$ cat src/rtl/frog_status_if.sv
`default_nettype none
// +----------------------------------------------------------------------------+
// | Module      : frog_status_if                                               |
// | Description : Frame, hop, hazard and status signals of the frog tracker.   |
// | Revision    : 1.0                                                          |
// +----------------------------------------------------------------------------+
interface frog_status_if;
  logic       frame_clk;
  logic       frog_respawn;
  logic       hop_up;
  logic       hop_down;
  logic       hop_left;
  logic       hop_right;
  logic       car_hit;
  logic       on_log;
  logic [3:0] log_dx;
  logic [9:0] frog_x;
  logic [9:0] frog_y;
  logic       isDead;
  logic       isAlive;
  logic       dying;

  modport master (
    output frame_clk, frog_respawn, hop_up, hop_down, hop_left, hop_right,
           car_hit, on_log, log_dx,
    input  frog_x, frog_y, isDead, isAlive, dying
  );

  modport slave (
    input  frame_clk, frog_respawn, hop_up, hop_down, hop_left, hop_right,
           car_hit, on_log, log_dx,
    output frog_x, frog_y, isDead, isAlive, dying
  );
endinterface
`default_nettype wire

$ cat src/rtl/frog_status.sv
`default_nettype none
// +----------------------------------------------------------------------------+
// | Module      : frog_status                                                  |
// | Description : Per-frame frog position and life/death status tracker.       |
// |               Optional death animation: define FROG_DEATH_ANIM_EN.         |
// | Revision    : 1.0                                                          |
// +----------------------------------------------------------------------------+
module frog_status #(
  parameter int X_START   = 304,
  parameter int Y_START   = 448,
  parameter int X_MAX     = 608,
  parameter int Y_GOAL    = 0,
  parameter int HOP       = 32,
  parameter int WATER_TOP = 64,
  parameter int WATER_BOT = 224
`ifdef FROG_DEATH_ANIM_EN
  ,
  parameter int DEATH_FRAMES = 30
`endif
) (
  input  logic         Clk,
  input  logic         Reset_n,
  frog_status_if.slave bus
);

  localparam logic [9:0]        c_x_start_pos = 10'(X_START);
  localparam logic [9:0]        c_y_start_pos = 10'(Y_START);
  localparam logic [9:0]        c_y_home_pos  = 10'(Y_GOAL);
  localparam logic signed [10:0] c_y_start    = 11'(Y_START);
  localparam logic signed [10:0] c_y_goal     = 11'(Y_GOAL);
  localparam logic signed [10:0] c_x_max      = 11'(X_MAX);
  localparam logic signed [10:0] c_hop        = 11'(HOP);
  localparam logic signed [10:0] c_water_top  = 11'(WATER_TOP);
  localparam logic signed [10:0] c_water_bot  = 11'(WATER_BOT);
  localparam logic signed [10:0] c_zero       = 11'sd0;

  localparam logic [2:0] c_idle  = 3'd0;
  localparam logic [2:0] c_play  = 3'd1;
  localparam logic [2:0] c_dead  = 3'd3;
  localparam logic [2:0] c_home  = 3'd4;
`ifdef FROG_DEATH_ANIM_EN
  localparam logic [2:0] c_dying = 3'd2;
  localparam int         c_cnt_w = (DEATH_FRAMES > 1) ? $clog2(DEATH_FRAMES) : 1;
  localparam logic [c_cnt_w-1:0] c_cnt_last = c_cnt_w'(DEATH_FRAMES - 1);
`endif

  logic       r_fc_meta;
  logic       r_fc_sync;
  logic       r_fc_prev;
  logic       r_tick;
  logic       r_hop_prev;
  logic [2:0] r_state;
  logic [9:0] r_x;
  logic [9:0] r_y;
  logic       r_dead;
  logic       r_alive;
`ifdef FROG_DEATH_ANIM_EN
  logic               r_dying;
  logic [c_cnt_w-1:0] r_cnt;
`endif

  logic signed [10:0] w_x;
  logic signed [10:0] w_y;
  logic signed [10:0] w_dx;
  logic signed [10:0] w_x_drift;
  logic signed [10:0] w_up_y;
  logic signed [10:0] w_down_y;
  logic signed [10:0] w_left_x;
  logic signed [10:0] w_right_x;
  logic               w_in_river;
  logic               w_drift_out;
  logic               w_die;
  logic               w_any_hop;
  logic               w_hop_ok;
  logic [9:0]         w_x_new;
  logic [9:0]         w_y_new;

  // frame_clk is asynchronous; the edge detect is registered so the
  // update lands three Clk edges after the sampled rise.
  always_ff @(posedge Clk or negedge Reset_n) begin
    if (!Reset_n) begin
      r_fc_meta <= 1'b0;
      r_fc_sync <= 1'b0;
      r_fc_prev <= 1'b0;
      r_tick    <= 1'b0;
    end else begin
      r_fc_meta <= bus.frame_clk;
      r_fc_sync <= r_fc_meta;
      r_fc_prev <= r_fc_sync;
      r_tick    <= r_fc_sync & ~r_fc_prev;
    end
  end

  assign w_any_hop = bus.hop_up | bus.hop_down | bus.hop_left | bus.hop_right;
  assign w_hop_ok  = w_any_hop & ~r_hop_prev;

  always_ff @(posedge Clk or negedge Reset_n) begin
    if (!Reset_n) begin
      r_hop_prev <= 1'b0;
    end else if (r_tick) begin
      r_hop_prev <= w_any_hop;
    end
  end

  assign w_x         = $signed({1'b0, r_x});
  assign w_y         = $signed({1'b0, r_y});
  assign w_dx        = {{7{bus.log_dx[3]}}, bus.log_dx};
  assign w_in_river  = (w_y >= c_water_top) && (w_y < c_water_bot);
  assign w_x_drift   = w_in_river ? (w_x + w_dx) : w_x;
  assign w_drift_out = w_in_river && ((w_x_drift < c_zero) || (w_x_drift > c_x_max));
  assign w_die       = bus.car_hit | (w_in_river & ~bus.on_log) | w_drift_out;

  assign w_up_y    = w_y - c_hop;
  assign w_down_y  = w_y + c_hop;
  assign w_left_x  = w_x_drift - c_hop;
  assign w_right_x = w_x_drift + c_hop;

  // Only the highest-priority hop is considered; if it leaves the field it is dropped.
  always_comb begin
    w_x_new = w_x_drift[9:0];
    w_y_new = r_y;
    if (w_hop_ok) begin
      if (bus.hop_up) begin
        if (w_up_y >= c_y_goal) w_y_new = w_up_y[9:0];
      end else if (bus.hop_down) begin
        if (w_down_y <= c_y_start) w_y_new = w_down_y[9:0];
      end else if (bus.hop_left) begin
        if (w_left_x >= c_zero) w_x_new = w_left_x[9:0];
      end else begin
        if (w_right_x <= c_x_max) w_x_new = w_right_x[9:0];
      end
    end
  end

  always_ff @(posedge Clk or negedge Reset_n) begin
    if (!Reset_n) begin
      r_state <= c_idle;
      r_x     <= c_x_start_pos;
      r_y     <= c_y_start_pos;
      r_dead  <= 1'b0;
      r_alive <= 1'b0;
`ifdef FROG_DEATH_ANIM_EN
      r_dying <= 1'b0;
      r_cnt   <= '0;
`endif
    end else if (bus.frog_respawn) begin
      r_state <= c_play;
      r_x     <= c_x_start_pos;
      r_y     <= c_y_start_pos;
      r_dead  <= 1'b0;
      r_alive <= 1'b0;
`ifdef FROG_DEATH_ANIM_EN
      r_dying <= 1'b0;
      r_cnt   <= '0;
`endif
    end else if (r_tick) begin
      case (r_state)
        c_play: begin
          if (w_die) begin
`ifdef FROG_DEATH_ANIM_EN
            r_state <= c_dying;
            r_dying <= 1'b1;
            r_cnt   <= '0;
`else
            r_state <= c_dead;
            r_dead  <= 1'b1;
`endif
          end else begin
            r_x <= w_x_new;
            r_y <= w_y_new;
            if (w_y_new == c_y_home_pos) begin
              r_state <= c_home;
              r_alive <= 1'b1;
            end
          end
        end
`ifdef FROG_DEATH_ANIM_EN
        c_dying: begin
          if (r_cnt == c_cnt_last) begin
            r_state <= c_dead;
            r_dying <= 1'b0;
            r_dead  <= 1'b1;
          end else begin
            r_cnt <= r_cnt + 1'b1;
          end
        end
`endif
        default: ;
      endcase
    end
  end

  assign bus.frog_x  = r_x;
  assign bus.frog_y  = r_y;
  assign bus.isDead  = r_dead;
  assign bus.isAlive = r_alive;
`ifdef FROG_DEATH_ANIM_EN
  assign bus.dying   = r_dying;
`else
  assign bus.dying   = 1'b0;
`endif

endmodule
`default_nettype wire

$ cat src/flat_wrapper.sv
// flat-port wrapper written by rule: the top's interface ports become plain ports
module frog_status_flat 
#(
  parameter int X_START   = 304,
  parameter int Y_START   = 448,
  parameter int X_MAX     = 608,
  parameter int Y_GOAL    = 0,
  parameter int HOP       = 32,
  parameter int WATER_TOP = 64,
  parameter int WATER_BOT = 224

)
  (Clk, Reset_n, bus_frame_clk, bus_frog_respawn, bus_hop_up, bus_hop_down, bus_hop_left, bus_hop_right, bus_car_hit, bus_on_log, bus_log_dx, bus_frog_x, bus_frog_y, bus_isDead, bus_isAlive, bus_dying);
  frog_status_if bus_i ();
  input  logic Clk;
  input  logic Reset_n;
  input wire logic [$bits(bus_i.frame_clk)-1:0] bus_frame_clk;
  input wire logic [$bits(bus_i.frog_respawn)-1:0] bus_frog_respawn;
  input wire logic [$bits(bus_i.hop_up)-1:0] bus_hop_up;
  input wire logic [$bits(bus_i.hop_down)-1:0] bus_hop_down;
  input wire logic [$bits(bus_i.hop_left)-1:0] bus_hop_left;
  input wire logic [$bits(bus_i.hop_right)-1:0] bus_hop_right;
  input wire logic [$bits(bus_i.car_hit)-1:0] bus_car_hit;
  input wire logic [$bits(bus_i.on_log)-1:0] bus_on_log;
  input wire logic [$bits(bus_i.log_dx)-1:0] bus_log_dx;
  output wire logic [$bits(bus_i.frog_x)-1:0] bus_frog_x;
  output wire logic [$bits(bus_i.frog_y)-1:0] bus_frog_y;
  output wire logic [$bits(bus_i.isDead)-1:0] bus_isDead;
  output wire logic [$bits(bus_i.isAlive)-1:0] bus_isAlive;
  output wire logic [$bits(bus_i.dying)-1:0] bus_dying;
  assign bus_i.frame_clk = bus_frame_clk;
  assign bus_i.frog_respawn = bus_frog_respawn;
  assign bus_i.hop_up = bus_hop_up;
  assign bus_i.hop_down = bus_hop_down;
  assign bus_i.hop_left = bus_hop_left;
  assign bus_i.hop_right = bus_hop_right;
  assign bus_i.car_hit = bus_car_hit;
  assign bus_i.on_log = bus_on_log;
  assign bus_i.log_dx = bus_log_dx;
  assign bus_frog_x = bus_i.frog_x;
  assign bus_frog_y = bus_i.frog_y;
  assign bus_isDead = bus_i.isDead;
  assign bus_isAlive = bus_i.isAlive;
  assign bus_dying = bus_i.dying;
  frog_status #(.X_START(X_START), .Y_START(Y_START), .X_MAX(X_MAX), .Y_GOAL(Y_GOAL), .HOP(HOP), .WATER_TOP(WATER_TOP), .WATER_BOT(WATER_BOT)) u_core (.Clk(Clk), .Reset_n(Reset_n), .bus(bus_i));
endmodule
$ cat config.mk
export PLATFORM = sky130hd
export DESIGN_NAME = frog_status_flat
export DESIGN_NICKNAME = d
export VERILOG_FILES = /design/src/rtl/frog_status_if.sv /design/src/rtl/frog_status.sv /design/src/flat_wrapper.sv
export SDC_FILE = /design/constraint.sdc
export NUM_CORES = 1
export LEC_CHECK = 0
export ABC_AREA = 1
export CORE_MARGIN = 1.5
export CORE_UTILIZATION = 50
export DETAILED_ROUTE_END_ITERATION = 8
export GPL_TIMING_DRIVEN = 0
export PLACE_DENSITY = 0.76
export SLEW_MARGIN = 20
export SYNTH_ARGS = -nofsm -noshare
export SYNTH_HDL_FRONTEND = slang
export SYNTH_SLANG_ARGS = --single-unit
$ cat constraint.sdc
create_clock -name Clk -period 8 [get_ports Clk]
set_clock_uncertainty 0.2 [all_clocks]
set_input_delay 0.8 -clock Clk [delete_from_list [all_inputs] [get_ports Clk]]
set_output_delay 0.8 -clock Clk [all_outputs]
set_load 0.02 [all_outputs]
## Word-level counts from Yosys, hierarchy flattened

Index checks and enable logic that the tools add are counted.

| cells by class | value |
|---|---|
| add/subtract/negate cells | 5 |
| order comparisons | 8 |
| eq/ne operators | 2 |
| mux-type cells | 34 |
| bitwise logic cells | 11 |
| reductions and logical operators | 13 |

Operators with widths:

| kind | count |
|---|---|
| $mux 10 | 19 |
| $ge 11x1->1 const B | 2 |
| $mux 3 | 5 |
| $add 10x6->11 const B | 1 |
| $add 11x4->11 | 1 |
| $add 11x7->11 const B | 1 |
| $gt 11x11->1 const B | 1 |
| $le 11x10->1 const B | 1 |
| $le 11x11->1 const B | 1 |
| $lt 11x1->1 const B | 1 |
| $mux 11 | 1 |
| $sub 10x6->11 const B | 1 |
| $sub 11x7->11 const B | 1 |
| $ge 10x7->1 const B | 1 |
| $logic_not 10->1 | 1 |
| $lt 10x8->1 const B | 1 |
| $mux 1 | 9 |
| $reduce_and 3->1 | 3 |
| $reduce_bool 2->1 | 4 |
| $or 1x1->1 | 5 |
| $reduce_and 4->1 | 1 |
| $and 1x1->1 | 3 |
| $eq 3x1->1 const B | 1 |
| $not 1->1 | 3 |
| 4 further kinds | 5 |

| word-level totals | value |
|---|---|
| register bits | 30 |
| input bits | 14 |
| output and inout port bits | 23 |
| word-level logic and storage cells | 83 |

## Longest topological paths before layout

Gate-level depths: netlist (run 1).

| depth | value |
|---|---|
| word-level depth | 14 |
| depth in mapped cells | 25 |

## Least setup slack after synthesis (run 1)

Ideal clock, no wire load.

| path | value |
|---|---|
| path type | input-to-reg |
| start point | input bus_log_dx[0] |
| end point | register u_core.r_x[6] (netlist: u_core.bus.frog_x[6]) |
| data arrival time | 3144 ps |
| slack | 4539 ps |
| stages | 23 |
| cell sequence | ha_1 -> inv_1 -> fa_1 -> inv_1 -> nand2_1 -> nand2_1 -> nand3_1 -> nand3_1 -> nand3_1 -> nand2_4 -> inv_1 -> ha_1 -> nand3b_1 -> nand2_1 -> nor2_1 -> a21oi_4 -> nand2_2 -> nand2_2 -> nand2_1 -> o21ai_0 -> nand3_1 -> nand2_1 -> nand2_1 |

| on the way | value |
|---|---|
| longest elaborated chain between the ends | 13 |
| elaborated cells on any way between the ends | 23 |

RTL lines:

| what | line | text |
|---|---|---|
| start: declaration | flat_wrapper.sv:25 | `input wire logic [$bits(bus_i.log_dx)-1:0] bus_log_dx;` |
| $add 11x4->11 * | frog_status.sv:109 | `assign w_x_drift = w_in_river ? (w_x + w_dx) : w_x;` |
| $mux 11 * | frog_status.sv:109 |  |
| $add 11x7->11 / $sub 11x7->11 (equally long branches) | frog_status.sv:116, frog_status.sv:115 |  |
| $le 11x11->1 / $ge 11x1->1 (equally long branches) | frog_status.sv:130, frog_status.sv:128 |  |
| $mux 10 (on tied branches) | frog_status.sv:130, frog_status.sv:128 |  |
| $mux 10 | frog_status.sv:127 | `end else if (bus.hop_left) begin` |
| $mux 10 | frog_status.sv:125 | `end else if (bus.hop_down) begin` |
| $mux 10 | frog_status.sv:123 | `if (bus.hop_up) begin` |
| $mux 10 | frog_status.sv:122 | `if (w_hop_ok) begin` |
| $mux 10 | frog_status.sv:159 | `if (w_die) begin` |
| $mux 10 | frog_status.sv:157 | `case (r_state)` |
| $mux 10 | frog_status.sv:156 | `end else if (r_tick) begin` |
| $mux 10 | frog_status.sv:146 | `end else if (bus.frog_respawn) begin` |
| end signal: assignment | frog_status.sv:138 | `r_x <= c_x_start_pos;` |
| end signal: assignment | frog_status.sv:148 | `r_x <= c_x_start_pos;` |
| end signal: assignment | frog_status.sv:169 | `r_x <= w_x_new;` |
| end: declaration | frog_status.sv:53 | `logic [9:0] r_x;` |

Mark *: on every way between the ends. The rest lies on a longest branch, timed or not. The select of a mux whose other input is x is not followed.
A chain may end at the register's enable or synchronous reset.

## Final worst setup path (run 1)

| path | value |
|---|---|
| start point | input bus_log_dx[3] |
| end point | register u_core.r_x[6] (netlist: u_core.bus.frog_x[6]) |

The elaborated chain is that of the path after synthesis.

==> impl_metrics.csv, run 1 <==
group,metric,value,unit
cts,insertion_delay,0.27,ns
cells_and_area,syn_to_final_growth,16.36,%
cells_and_area,mostFrequentLayoutCell,"nand2_1",
sta,slew_violations,0,
critical_path,crit_fanout,9,
min_path,hp-class,"flip-flop to flip-flop",
synth,ys.flop_type,"dfrtp_1",
global_routing,track_usage,21.51,%
drt,drt_first_pass_iters,4,
cells_and_area,drive_gt1_share,15.38,%
synth,synthDistinctLibCells,46,
drt,dr.first_iter.drc_count,148,
place,gp_congestion,0.8928,
floorplan,design.core.area,0.005205,sq mm
sta,report.final.hold_viol_count,0,
cts,cts_resized,0,
synth,syn_area_per_cell,6.620,sq um
critical_path,reg2reg_slack,4.60,ns
sta,min_period_over_period,49.99,%
floorplan,initial_utilization,52.91,%
drt,dr_total_vias,2660,
synth,synthArstFlopShare,100.0,%
cts,cts_hold_buf,0,
cells_and_area,post-route-cell-area,0.003204,sq mm
critical_path,cp-end-kind,"flip-flop",
critical_path,critical_path_class,"input pin to flip-flop",
sta,holdWs,0.1577,ns
critical_path,start_kind,"input pin",
synth,ys_warn_count,0,
place,io_buffer_count,30,
floorplan,dieArea,0.005962,sq mm
synth,synth_cells,416,
global_routing,grt_overflow,0,
drt,drcViolationCount,0,
place,dp.final_hpwl,5007,um
cts,post_cts_buffers,0,
sta,fmax,250.0,MHz
sta,max_slew_margin,62.85,%
cells_and_area,postLayoutCoreUtil,61.56,%
run_status,status,"complete, no violations",
global_routing,grt_pass1_wl,10630,um
pwr,report.power.total,270.0,uW
synth,synth_edf_count,0,
sta,rsz0062_at_grt,"no",
floorplan,die_y,77.22,um
flow_run,cap_violations,0,
cts,cts_inserted_buffers,3,
pwr,vdd_drop_max,0.1653,mV
critical_path,crit_path_end,"u_core.bus.frog_x[6]",
cts,cts_tree,"built",
cells_and_area,antennaDiodeCount,0,
cts,cts_max_path_buffers,2,
floorplan,ios,37,
pwr,leakage,1.600,nW
floorplan,die_w,77.22,um
global_routing,grt_pass1_vias,2469,
cells_and_area,final_nets,488,
critical_path,r2r_cells,23,
critical_path,crit_required,7.97,ns
cts,cts.sinks,25,
synth,ys_ff_latch,25,
global_routing,grt_start_max_net_pins,26,
cts,root_buffer,"clkbuf_8",
drt,antenna_left,0,
pwr,p_per_area,84.25,mW/mm^2
global_routing,antenna_found_initial,0,
critical_path,crit_start,"bus_log_dx[3]",
synth,syn_area,0.002754,sq mm
sta,worst_pin_slew,0.5572,ns
cts,cts_max_level,1,
sta,finalSetupTns,0,ns
sta,setup_violations,0,
critical_path,r2r_end,"u_core.bus.frog_x[6]",
drt,viasPerCell,5.067,
cells_and_area,mostFrequentLayoutCells,"129 x nand2_1, 55 x inv_1, 42 x nand3_1, 29 x nor2_1, 29 x clkdlybuf4s50_1",
synth,seq_area_frac_synth,22.99,%
floorplan,row_count,26,
cts,clkSlewWorstSetupHoldPaths,0.09,ns
drt,wirelength,6207,um
critical_path,cp_data_arrival_time,3.97,ns
critical_path,r2r_start,"u_core.bus.frog_x[0]",
drt,post_drt_wl_per_cell,11.82,um
sta,period_minus_slack,3.999,ns
place,detailed_place.area,0.003156,sq mm
[power breakdown]
group | internal (mW) | switching (mW)
combinational | 0.0234 | 0.0358
sequential | 0.131 | 0.00216
clock | 0.0353 | 0.0426
[area by class of cell]
type                            count  area (sq um)
Fill cell                         512          2001
Multi-Input combinational cell    324          1812
Sequential cell                    25         633.1
Timing Repair Buffer               30         295.3
Inverter                           62         241.5
Tap cell                           70         87.58
Buffer                             10         86.33
Clock buffer                        3         41.29
Clock inverter                      1         7.507
[state kept, by name, summed over array words and instances (netlist names)]
name / cells
u_core.r_fc_sync: 1
u_core.r_hop_prev: 1
u_core.r_fc_prev: 1
u_core.bus.frog_y: 5
u_core.bus.isAlive: 1
u_core.r_tick: 1
u_core.bus.frog_x: 10
u_core.bus.isDead: 1
u_core.r_fc_meta: 1
u_core.r_state: 3
[per-layer routing]
metal | up-vias | global-route usage [%] | routed length (um)
met5 | - | 0 | 0
met4 | 0 | 4.182 | 53
met3 | 8 | 2.500 | 274
met2 | 70 | 37.46 | 2940
met1 | 1184 | 28.65 | 2938
li1 | 1398 | - | -
[per-stage QoR]
stage	setup slack (ns)	instances
floorplan	4.539	421
global placement	3.753	521
detailed placement	3.727	521
CTS	4.022	525
global route	3.683	525
finish	4.001	525
[cells by family after synthesis]
family | count (synthesis) | synth area share, %
and+or+nand+nor | 250 | 44.43
buffers and inverters | 72 | 11.90
AOI/OAI and AO/OA | 45 | 10.50
DFF | 25 | 22.99
adders and majority gates | 18 | 8.451
xor gates and xnor gates | 5 | 1.590
other | 1 | 0.1362
[worst max-delay path, stage by stage]
cell and delay (ns):
clkdlybuf4s50_1 0.67, ha_1 0.36, or2_2 0.33, nand3_1 0.11, nand2_1 0.06, nand2_1 0.05
nand3_1 0.10, nand2_4 0.14, inv_1 0.09, ha_1 0.24, nand3b_1 0.16, nand2_1 0.10
nor2_1 0.09, a21oi_4 0.19, nand2_2 0.10, nand2_2 0.08, nand2_1 0.04, o21ai_0 0.06
nand3_1 0.08, nand2_1 0.07, nand2_1 0.04
[how the worst min path moves through the flow]
| stage | from | end | slack [ns] | depth (start not counted) |
|---|---|---|---|---|
| floorplan | u_core.r_fc_meta | u_core.r_fc_sync | 0.13 | 0 |
| global placement | u_core.r_fc_meta | u_core.r_fc_sync | 0.14 | 0 |
| detailed placement | u_core.r_fc_meta | u_core.r_fc_sync | 0.14 | 0 |
| CTS | u_core.r_fc_meta | u_core.r_fc_sync | 0.16 | 0 |
| global route | u_core.r_fc_meta | u_core.r_fc_sync | 0.16 | 0 |
| finish | u_core.r_fc_meta | u_core.r_fc_sync | 0.16 | 0 |
[synth_stat cells (2+ instances only)]
cell type,count,area [sq um]
o21ai_2,3,26.28
nand3_2,5,50.05
o22ai_2,2,25.02
inv_2,3,11.26
inv_4,3,18.77
nand3_1,42,210.2
dfrtp_1,19,475.5
or2_2,2,12.51
nand2_1,129,484.2
o22ai_1,4,25.02
buf_6,2,22.52
buf_4,6,45.04
nand2_2,9,56.30
nor3_1,2,10.01
nor2_2,6,37.54
nor2_1,29,108.9
nand4_1,3,18.77
xor2_1,5,43.79
or2_1,3,18.77
a21oi_2,2,17.52
a21oi_1,11,55.05
nand2_4,8,90.09
o21ai_1,3,15.01
a22oi_1,3,22.52
ha_1,17,212.7
o21ai_0,13,65.06
inv_1,55,206.5
dfstp_2,6,157.7
nand3b_1,4,30.03
Power figures use the tool's default switching activity.
==> run 2, diff against run 1 <==
clock period = 3.8 ns   (was 8 ns; I/O delays follow)
==> run 2 against run 1 <==
Total power is 110% higher. Sequential share of layout area is 0.092 points lower. Worst hold slack hardly changed. Setup slack worse by 3.7 ns. Cell count is 0.19% higher. Register-to-register slack worse by 4.1 ns. Sequential cell count stayed put. Sequential power is 110% higher. Die area stayed put. Clock power is 110% higher. Wire length is 0.98% higher. Largest cell class unchanged. Highest routed layer unchanged.
==> impl_metrics.csv, run 2 (synthesis results as in run 1) <==
group,metric,value,unit
cells_and_area,nFillCells,508,
cts,cts_inserted_buffers,3,
cts,cts_max_path_buffers,2,
drt,dr.first_iter.drc_count,132,
place,dpl.cell_count,521,
floorplan,dieArea,0.005962,sq mm
sta,slew_violations,0,
critical_path,cp_data_arrival_time,3.51,ns
sta,report.final.hold_viol_count,0,
global_routing,grt_overflow,0,
cells_and_area,mostFrequentLayoutCell,"nand2_1",
drt,drcViolationCount,0,
cells_and_area,largest_reg_flops,10,
global_routing,antenna_found_initial,0,
place,pre_cts_slack,-0.05279,ns
global_routing,grt_pass1_wl,10630,um
cts,insertion_delay,0.27,ns
run_status,status,"complete, no violations",
critical_path,start_kind,"input pin",
cells_and_area,final_nets,489,
critical_path,crit_chain,"clkdlybuf4s50_1 -> ha_1 -> or2_2 -> nand3_1 -> nand2_1 -> nand2_1 -> nand3_1 -> nand2_4 -> inv_1 -> ha_2 -> nand3b_1 -> nand2_1 -> nor2_1 -> a21oi_4 -> nand2_2 -> nand2_2 -> nand2_1 -> o21ai_0 -> nand3_1 -> nand2_1 -> nand2_1",
critical_path,crit_path_max_incr_delay,0.67,ns
min_path,hold_start,"u_core.r_fc_meta",
sta,period_minus_slack,3.540,ns
sta,rsz0062_at_grt,"no",
pwr,vdd_drop_max,0.3480,mV
cts,cts_tree,"built",
global_routing,grt_start_max_net_pins,26,
sta,min_period_over_period,93.17,%
floorplan,ios,37,
critical_path,path_buf_inv,2,
pwr,leakage,1.602,nW
floorplan,initial_utilization,52.91,%
global_routing,track_usage,21.51,%
cts,clkSlewWorstSetupHoldPaths,0.09,ns
global_routing,grt_pass1_vias,2469,
place,gp_congestion,0.8928,
drt,viasPerCell,5.086,
cells_and_area,postLayoutCoreUtil,61.85,%
critical_path,r2r_start,"u_core.bus.frog_x[0]",
drt,post_drt_wl_per_cell,11.92,um
cts,cts.sinks,25,
flow_run,cap_violations,0,
drt,antenna_left,0,
sta,holdWs,0.1577,ns
critical_path,crit_required,3.77,ns
critical_path,path_delay_family,"simple AND/OR/NAND/NOR gates",
cts,post_cts_buffers,0,
floorplan,row_count,26,
critical_path,r2r_end,"u_core.bus.frog_x[6]",
critical_path,cp-end-kind,"flip-flop",
critical_path,crit_slowest_cell,"clkdlybuf4s50_1",
critical_path,crit_fanout,9,
floorplan,design.core.area,0.005205,sq mm
cts,root_buffer,"clkbuf_8",
min_path,worstHoldPathCells,0,
sta,max_slew_margin,62.82,%
critical_path,critPathMostFrequentCell,"nand2_1",
cells_and_area,antennaDiodeCount,0,
critical_path,critical_path_class,"input pin to flip-flop",
cells_and_area,layoutNonFillerInstCount,526,
min_path,whs_endpoint,"u_core.r_fc_sync",
critical_path,r2r_cells,23,
place,io_buffer_count,30,
cells_and_area,mostFrequentLayoutCells,"129 x nand2_1, 55 x inv_1, 42 x nand3_1, 29 x nor2_1, 29 x clkdlybuf4s50_1",
drt,drt_first_pass_iters,4,
cells_and_area,drive_gt1_share,15.79,%
critical_path,reg2reg_slack,0.46,ns
pwr,report.power.total,568.1,uW
cells_and_area,syn_to_final_growth,16.90,%
sta,worst_pin_slew,0.5576,ns
drt,wirelength,6268,um
sta,setup_slack,0.2595,ns
sta,fmax,282.4,MHz
sta,setup_violations,0,
floorplan,die_w,77.22,um
min_path,hp-class,"flip-flop to flip-flop",
place,dp.final_hpwl,5007,um
drt,dr_total_vias,2675,
cts,cts_max_level,1,
floorplan,die_y,77.22,um
pwr,p_per_area,176.5,mW/mm^2
[run 2: cell types whose count changed in the layout (fill, tap and decap cells not counted), sizes merged]
cell	change
dlygate4sd3	+1
[run 2: per-layer routing]
metal	up-vias	track usage [%]	wire, um
li1	1401	-	-
met1	1182	28.65	2975
met2	84	37.46	2953
met3	8	2.500	285
met4	0	4.182	53
met5	-	0	0
[run 2: stage by stage]
step	cell area [sq um]	TNS [ns]
after global placement	3161	-0.03437
after global routing	3219	0
after detailed placement	3156	-0.1224
final	3219	0
after CTS	3214	0
after floorplan	2773	0
[run 2: worst max path at each step]
| stage | cells after the start | endpoint | start |
|---|---|---|---|
| 2_1_floorplan | 23 | u_core.bus.frog_x[6] | u_core.bus.frog_x[0] |
| 3_3_place_gp | 24 | u_core.bus.frog_x[6] | bus_log_dx[0] |
| 3_5_place_dp | 25 | u_core.bus.frog_x[6] | bus_log_dx[0] |
| 4_1_cts | 25 | u_core.bus.frog_x[6] | bus_log_dx[0] |
| 5_1_grt | 25 | u_core.bus.frog_x[7] | bus_log_dx[0] |
| 6_report | 21 | u_core.bus.frog_x[6] | bus_log_dx[3] |
[run 2: repair_timing]
item                                    CTS  global route
endpoints found under the setup margin    0             5
hold endpoints to repair                 19             0
resized for setup                         0             3
hold buffers                              1             0
[run 2: where the power goes]
group          switching, mW  leakage [nW]  internal [mW]
logic                 0.0757          1.27         0.0499
clock network         0.0884        0.0217         0.0744
registers            0.00451         0.305          0.275
[run 2: area by class of cell]
class / count / area (sq um) / share of cell area [%]
Clock buffer: 3 / 41.29 / 1.283
Inverter: 62 / 241.5 / 7.501
Multi-Input combinational cell: 324 / 1817 / 56.43
Timing Repair Buffer: 31 / 305.3 / 9.483
Tap cell: 70 / 87.58 / 2.721
Buffer: 10 / 86.33 / 2.682
Clock inverter: 1 / 7.507 / 0.2332
Sequential cell: 25 / 633.1 / 19.67
[run 2: worst register-to-register path: stages (launching register included)]
cell	delay, ns
dfrtp_1	0.38
ha_2	0.21
inv_1	0.05
fa_1	0.38
inv_1	0.08
nand2_1	0.06
nand2_1	0.11
nand3_1	0.10
nand3_1	0.09
nand3_1	0.12
nand2_4	0.13
inv_1	0.10
ha_2	0.21
nand3b_1	0.15
nand2_1	0.10
nor2_1	0.09
a21oi_4	0.19
nand2_2	0.10
nand2_2	0.08
nand2_1	0.04
o21ai_0	0.07
nand3_1	0.08
nand2_1	0.07
nand2_1	0.04
